===== src/rtl/ft1248_pkg.sv =====
// Shared FT1248 definitions used by the device responder and the SoCDebug master.
package ft1248_pkg;

    typedef enum logic [2:0] {
        ST_IDLE  = 3'd0,
        ST_CMD   = 3'd1,
        ST_TA    = 3'd2,
        ST_WDATA = 3'd3,
        ST_RDATA = 3'd4,
        ST_DONE  = 3'd5
    } ft_state_t;

    localparam logic [7:0] CMD_WRITE    = 8'h00;
    localparam logic [7:0] CMD_READ     = 8'h01;
    localparam logic       ACK          = 1'b0;
    localparam logic       NAK          = 1'b1;
    localparam int         FT_MIN_PHASE = 4;

    function automatic int beats_per_byte(input int width);
        return 8 / width;
    endfunction

endpackage


===== src/rtl/ft1248_edge_sync.sv =====
// Two-flop synchronisers for the FT1248 pins plus CLK/SSN edge detection.
module ft1248_edge_sync #(
    parameter int WIDTH = 1
) (
    input  logic             i_clk,
    input  logic             i_rst_n,
    input  logic             i_ft_clk,
    input  logic             i_ft_ssn,
    input  logic [WIDTH-1:0] i_miosio,
    output logic             o_clk_rise,
    output logic             o_clk_fall,
    output logic             o_ssn_fall,
    output logic             o_ssn_rise,
    output logic [WIDTH-1:0] o_miosio
);

    logic             r_clk_s1, r_clk_s2, r_clk_d;
    logic             r_ssn_s1, r_ssn_s2, r_ssn_d;
    logic [WIDTH-1:0] r_mio_s1, r_mio_s2;

    always_ff @(posedge i_clk) begin
        if (!i_rst_n) begin
            r_clk_s1 <= 1'b0;
            r_clk_s2 <= 1'b0;
            r_clk_d  <= 1'b0;
            r_ssn_s1 <= 1'b1;
            r_ssn_s2 <= 1'b1;
            r_ssn_d  <= 1'b1;
            r_mio_s1 <= '0;
            r_mio_s2 <= '0;
        end else begin
            r_clk_s1 <= i_ft_clk;
            r_clk_s2 <= r_clk_s1;
            r_clk_d  <= r_clk_s2;
            r_ssn_s1 <= i_ft_ssn;
            r_ssn_s2 <= r_ssn_s1;
            r_ssn_d  <= r_ssn_s2;
            r_mio_s1 <= i_miosio;
            r_mio_s2 <= r_mio_s1;
        end
    end

    // Data shares the clock's sync depth, so it lines up with the detected rise.
    assign o_clk_rise = r_clk_s2 & ~r_clk_d;
    assign o_clk_fall = ~r_clk_s2 & r_clk_d;
    assign o_ssn_fall = ~r_ssn_s2 & r_ssn_d;
    assign o_ssn_rise = r_ssn_s2 & ~r_ssn_d;
    assign o_miosio   = r_mio_s2;

endmodule


===== src/rtl/ft1248_device_responder.sv =====
// Device-side FT1248 responder: decodes master command/data beats and moves
// whole bytes to/from local logic over RXD/TXD valid-ready streams.
module ft1248_device_responder #(
    parameter int FT1248_WIDTH = 1
) (
    input  logic                    HCLK,
    input  logic                    HRESETn,
    input  logic                    FT_CLK_I,
    input  logic                    FT_SSN_I,
    output logic                    FT_MISO_O,
    input  logic [FT1248_WIDTH-1:0] FT_MIOSIO_I,
    output logic [FT1248_WIDTH-1:0] FT_MIOSIO_O,
    output logic [FT1248_WIDTH-1:0] FT_MIOSIO_E,
    output logic [7:0]              RXD_DATA,
    output logic                    RXD_VALID,
    input  logic                    RXD_READY,
    input  logic [7:0]              TXD_DATA,
    input  logic                    TXD_VALID,
    output logic                    TXD_READY
);
    import ft1248_pkg::*;

    localparam int                    BEATS     = beats_per_byte(FT1248_WIDTH);
    localparam logic [2:0]            LAST_BEAT = 3'(BEATS - 1);
    localparam logic [FT1248_WIDTH-1:0] ALL_ON  = '1;

    logic                    w_clk_rise, w_clk_fall, w_ssn_fall, w_ssn_rise;
    logic [FT1248_WIDTH-1:0] w_mio;
    logic [7:0]              w_wr_byte;

    ft_state_t               r_state, r_state_nxt;
    logic [2:0]              r_cnt, r_cnt_nxt;
    logic [7:0]              r_cmd, r_cmd_nxt;
    logic [7:0]              r_shift, r_shift_nxt;
    logic                    r_miso, r_miso_nxt;
    logic [FT1248_WIDTH-1:0] r_mio_o, r_mio_o_nxt;
    logic [FT1248_WIDTH-1:0] r_mio_e, r_mio_e_nxt;
    logic [7:0]              r_rxd_data, r_rxd_data_nxt;
    logic                    r_rxd_valid, r_rxd_valid_nxt;
    logic                    r_txd_ready, r_txd_ready_nxt;

    ft1248_edge_sync #(.WIDTH(FT1248_WIDTH)) u_sync (
        .i_clk      (HCLK),
        .i_rst_n    (HRESETn),
        .i_ft_clk   (FT_CLK_I),
        .i_ft_ssn   (FT_SSN_I),
        .i_miosio   (FT_MIOSIO_I),
        .o_clk_rise (w_clk_rise),
        .o_clk_fall (w_clk_fall),
        .o_ssn_fall (w_ssn_fall),
        .o_ssn_rise (w_ssn_rise),
        .o_miosio   (w_mio)
    );

    assign w_wr_byte = {r_shift[7-FT1248_WIDTH:0], w_mio};

    always_comb begin
        r_state_nxt     = r_state;
        r_cnt_nxt       = r_cnt;
        r_cmd_nxt       = r_cmd;
        r_shift_nxt     = r_shift;
        r_miso_nxt      = r_miso;
        r_mio_o_nxt     = r_mio_o;
        r_mio_e_nxt     = r_mio_e;
        r_rxd_data_nxt  = r_rxd_data;
        r_rxd_valid_nxt = r_rxd_valid & ~RXD_READY;
        r_txd_ready_nxt = 1'b0;

        case (r_state)
            ST_IDLE: begin
                r_miso_nxt  = ~TXD_VALID;
                r_mio_e_nxt = '0;
                if (w_ssn_fall) begin
                    r_state_nxt = ST_CMD;
                    r_cnt_nxt   = '0;
                end
            end
            ST_CMD: begin
                if (w_clk_rise) begin
                    r_cmd_nxt = {r_cmd[7-FT1248_WIDTH:0], w_mio};
                    r_cnt_nxt = r_cnt + 3'd1;
                    if (r_cnt == LAST_BEAT) begin
                        r_state_nxt = ST_TA;
                        r_cnt_nxt   = '0;
                    end
                end
            end
            ST_TA: begin
                if (w_clk_fall) begin
                    if (r_cmd == CMD_WRITE && !r_rxd_valid) begin
                        r_miso_nxt  = ACK;
                        r_state_nxt = ST_WDATA;
                    end else if (r_cmd == CMD_READ && TXD_VALID) begin
                        r_miso_nxt  = ACK;
                        r_mio_o_nxt = TXD_DATA[7 -: FT1248_WIDTH];
                        r_shift_nxt = TXD_DATA << FT1248_WIDTH;
                        r_mio_e_nxt = ALL_ON;
                        r_state_nxt = ST_RDATA;
                    end else begin
                        r_miso_nxt  = NAK;
                        r_state_nxt = ST_DONE;
                    end
                end
            end
            ST_WDATA: begin
                if (w_clk_rise) begin
                    r_shift_nxt = w_wr_byte;
                    r_cnt_nxt   = r_cnt + 3'd1;
                    if (r_cnt == LAST_BEAT) begin
                        r_rxd_data_nxt  = w_wr_byte;
                        r_rxd_valid_nxt = 1'b1;
                        r_state_nxt     = ST_DONE;
                    end
                end
            end
            ST_RDATA: begin
                if (w_clk_fall) begin
                    r_mio_o_nxt = r_shift[7 -: FT1248_WIDTH];
                    r_shift_nxt = r_shift << FT1248_WIDTH;
                end
                if (w_clk_rise) begin
                    r_cnt_nxt = r_cnt + 3'd1;
                    if (r_cnt == LAST_BEAT) begin
                        r_txd_ready_nxt = 1'b1;
                        r_mio_e_nxt     = '0;
                        r_state_nxt     = ST_DONE;
                    end
                end
            end
            default: ;
        endcase

        // Master deselect ends any transaction; partial bytes are dropped untouched.
        if (r_state != ST_IDLE && w_ssn_rise) begin
            r_state_nxt     = ST_IDLE;
            r_miso_nxt      = ~TXD_VALID;
            r_mio_o_nxt     = '0;
            r_mio_e_nxt     = '0;
            r_rxd_data_nxt  = r_rxd_data;
            r_rxd_valid_nxt = r_rxd_valid & ~RXD_READY;
            r_txd_ready_nxt = 1'b0;
        end
    end

    always_ff @(posedge HCLK) begin
        if (!HRESETn) begin
            r_state     <= ST_IDLE;
            r_cnt       <= '0;
            r_miso      <= 1'b1;
            r_mio_o     <= '0;
            r_mio_e     <= '0;
            r_rxd_data  <= '0;
            r_rxd_valid <= 1'b0;
            r_txd_ready <= 1'b0;
        end else begin
            r_state     <= r_state_nxt;
            r_cnt       <= r_cnt_nxt;
            r_miso      <= r_miso_nxt;
            r_mio_o     <= r_mio_o_nxt;
            r_mio_e     <= r_mio_e_nxt;
            r_rxd_data  <= r_rxd_data_nxt;
            r_rxd_valid <= r_rxd_valid_nxt;
            r_txd_ready <= r_txd_ready_nxt;
        end
    end

    always_ff @(posedge HCLK) begin
        r_cmd   <= r_cmd_nxt;
        r_shift <= r_shift_nxt;
    end

    assign FT_MISO_O   = r_miso;
    assign FT_MIOSIO_O = r_mio_o;
    assign FT_MIOSIO_E = r_mio_e;
    assign RXD_DATA    = r_rxd_data;
    assign RXD_VALID   = r_rxd_valid;
    assign TXD_READY   = r_txd_ready;

endmodule


===== config.mk =====
export PLATFORM = sky130hd
export DESIGN_NAME = ft1248_device_responder
export DESIGN_NICKNAME = d
export VERILOG_FILES = /design/src/rtl/ft1248_pkg.sv /design/src/rtl/ft1248_edge_sync.sv /design/src/rtl/ft1248_device_responder.sv
export SDC_FILE = /design/constraint.sdc
export NUM_CORES = 1
export LEC_CHECK = 0
export CORE_ASPECT_RATIO = 1.75
export CORE_MARGIN = 2
export CORE_UTILIZATION = 48
export CTS_CLUSTER_SIZE = 28
export DETAILED_ROUTE_END_ITERATION = 7
export PLACE_DENSITY = 0.75
export SETUP_SLACK_MARGIN = 0.1
export SLEW_MARGIN = 25
export SYNTH_ARGS = -nofsm -noshare
export SYNTH_HDL_FRONTEND = slang
export SYNTH_HIERARCHICAL = 1
export SYNTH_SLANG_ARGS = --single-unit

===== constraint.sdc =====
create_clock -name HCLK -period 1.85 [get_ports HCLK]
set_input_delay 0.4625 -clock HCLK [delete_from_list [all_inputs] [get_ports HCLK]]
set_output_delay 0.4625 -clock HCLK [all_outputs]
set_load 0.02 [all_outputs]

==> impl_results.md <==
- Status: completed
- Final period util: 92.2%
- Total GRT Usage: 19.0%
- Maxcap violations: 0
- Initial antenna violation count: 0
- # DRC: 0
- Die area: 4450 sq um
- Area occupied by multi-input gates: 857 sq um
- Post-Route Utilization: 63.1%
- Slew at the pin with the worst max-slew slack: 409 ps
- RSZ-0062 raised after global routing: true
- CTS sink count: 43
- Worst Path Max Fanout: 2
- Post-Layout Inst Area: 2420 sq um
- # IOs: 28
- Commonest non-fill, non-tap cell in the layout: dfxtp_1
- H-tree depth: 2
- Layout Skew: 10.2 ps
- Post-route ant nets: 0
- Syn_nets: 177
- Clk buf depth: 2
- Placer Congestion: 0.895
- GRT Residual Overflow: 0
- Clk root buf: clkbuf_8
- IO buf count: 27
- Number of detailed-route iterations in the first pass: 4
- Vias in the first global route: 1,404
- Via-per-instance ratio: 5.49
- Drt wl/cell: 15.4 um
- Worst-path clk slew: 80 ps
- Fill count: 333
- Peak VDD IR: 482 uV
- Final Hold Vio Count: 0
- Max Clk Rate: 0.586 GHz
- Endpoints failing setup: 0
- Critical path's largest stage delay: 610 ps
- Largest cells by area after synthesis: dfxtp_1, edfxtp_1, mux2i_1
- Ys flop type: dfxtp_1
- # rows: 30
- Post-DP HPWL: 2780 um
- Vias: 1,350
- Minimum clock period: 1710 ps
- Inserted Clock Buffers: 5
- N_diodes: 0
- Total power: 1850 uW
- Routed WL: 3780 um
- Worst min-delay path class: reg2reg
- Fin nets: 214
- Post-Syn Area per Cell: 11.7 sq um
- Initial drt markers: 30
- PwrDens: 767 nW/um^2
- Cell Chain, Critical Path: clkdlybuf4s50_1
- Crit start category: flop
- Post-CTS Setup Repair Bufs: 0
- Die Ht: 86.8 um
- Area Growth Syn to Fin: 28.6%
- EDFF count, synth: 16
- TritonCTS clock tree: yes
- CTS Hold Bufs: 0
- Post-synth top area share: 28.8%
- TNS Setup: 0 ps
- Die extent in x: 51.3 um
- Share of cells above drive strength 1: 21.7%
- Buf+Inv Stages, Crit Path: 1
- Max Slew Vio Count: 0
- Data arrival, critical path: 1240 ps
- Slowest cell on crit path: clkdlybuf4s50_1
- Largest net degree at the start of global routing: 22
- Pleak: 0.000891 uW
- CP top delay family: buffers and inverters
- Wl on met1: 1510 um
- Post-synthesis cell type count: 40
- DR top layer: met4
- Worst skew pair latency: 290 ps
- Ys Warns: 6
- Syn Inst Count: 160
- Max_slew headroom: 72.7%
- Met3 WL: 177 um
- FF+latch area: 1030 sq um
- FFs w/ async S/R, synth: 0%
- Synth Cell Area: 1880 sq um
- Leading area contributor after synthesis: dfxtp_1
- Post-synthesis sequential area ratio: 54.3%
- Global-route wire length before repair: 6380 um
- Critical path class: reg2out
- Routed wl met2: 1970 um
- Floorplan core area: 3830 sq um
- Critical Path RT: 1390 ps
- Most frequent cells in the layout: dfxtp_1, clkdlybuf4s50_1, nor2b_1
- Placed Area: 2260 sq um
- Initial Utilization: 49.1%
- Number of synthesized register bits: 43
- CP endpoint kind: primary output
[cell type report]
class / instances / share of cell area (%)
well taps: 48 / 2.48
repair buffers: 37 / 15.1
clock inverters: 1 / 1.24
multi-input cells: 109 / 35.5
clock buffers: 7 / 3.16
flip-flops and latches: 43 / 42.4
inverters: 1 / 0.155
[metrics by stage]
| step | hold WS, ps | setup WS [ps] | std cells |
|---|---|---|---|
| after CTS | 424 | 104 | 246 |
| after global placement | 390 | 97.1 | 238 |
| final | 414 | 144 | 246 |
| after global routing | 452 | 77.0 | 246 |
| after detailed placement | 407 | 2.49 | 238 |
| after floorplan | 386 | 228 | 160 |
[worst paths after layout]
check,from,cells past startpoint,end,slack [ps]
setup / recovery,RXD_DATA[3],1,RXD_DATA[3],140
hold / removal,u_sync/r_ssn_s1,1,u_sync/r_ssn_s2,410
setup reg to reg,r_cmd[5],5,r_state[2],160
hold reg to reg,u_sync/r_ssn_s1,1,u_sync/r_ssn_s2,410
[flip-flops by register name (all words and copies together), names as in the netlist]
name	cells
TXD_READY	1
FT_MIOSIO_O	1
u_sync/r_mio_s1	1
r_state	3
u_sync/r_clk_s1	1
RXD_DATA	8
u_sync/o_miosio	1
u_sync/r_ssn_d	1
u_sync/r_clk_d	1
FT_MIOSIO_E	1
r_cnt	3
u_sync/r_ssn_s1	1
u_sync/r_ssn_s2	1
r_shift	8
u_sync/r_clk_s2	1
r_cmd	8
FT_MISO_O	1
RXD_VALID	1
[synthesized netlist by cell type, types with 2 or more instances]
master,number
and2_1,5
dfxtp_1,27
nor2b_1,18
nor2_1,11
a211oi_1,4
buf_4,3
o21a_1,2
ha_1,2
edfxtp_1,16
nor3_1,5
and3b_1,2
nand2_1,7
buf_2,3
mux2i_1,12
mux2_2,8
nand2b_1,8
a21oi_1,4
[metal layers]
metal	track usage (%)	up-vias
li1	-	642
met1	20.9	658
met2	33.2	38
met3	4.14	12
met4	10.5	0
met5	0	-
[worst register-to-register path, delay by kind of cell, from the launching register on]
kind / cells / cell delay [ps]
DFF: 1 / 440
AOI/OAI and AO/OA: 1 / 180
and+or+nand+nor: 4 / 970
[cells by family (layout without fill, tap and decap cells)]
kind of cell               after synthesis  after routing  share of synthesized area (%)
DFF                                     43             43                           54.3
and+or+nand+nor                         64             64                           20.5
AOI/OAI and AO/OA                       22             22                           9.79
buffers and inverters                    8             46                           2.40
muxes                                   20             20                           11.2
adders and majority gates                2              2                           1.33
xor gates and xnor gates                 1              1                          0.466
[power breakdown]
| part | internal, uW | switching (uW) |
|---|---|---|
| Sequential | 992 | 13.8 |
| Combinational | 79.0 | 61.1 |
| Clock | 404 | 303 |
[repair_timing]
action / CTS / global route
gates resized for setup: 3 / 12
pin swaps: 0 / 1
gates cloned: 0 / 0
setup endpoints to repair: 6 / 23
Power figures use the tool's default switching activity.
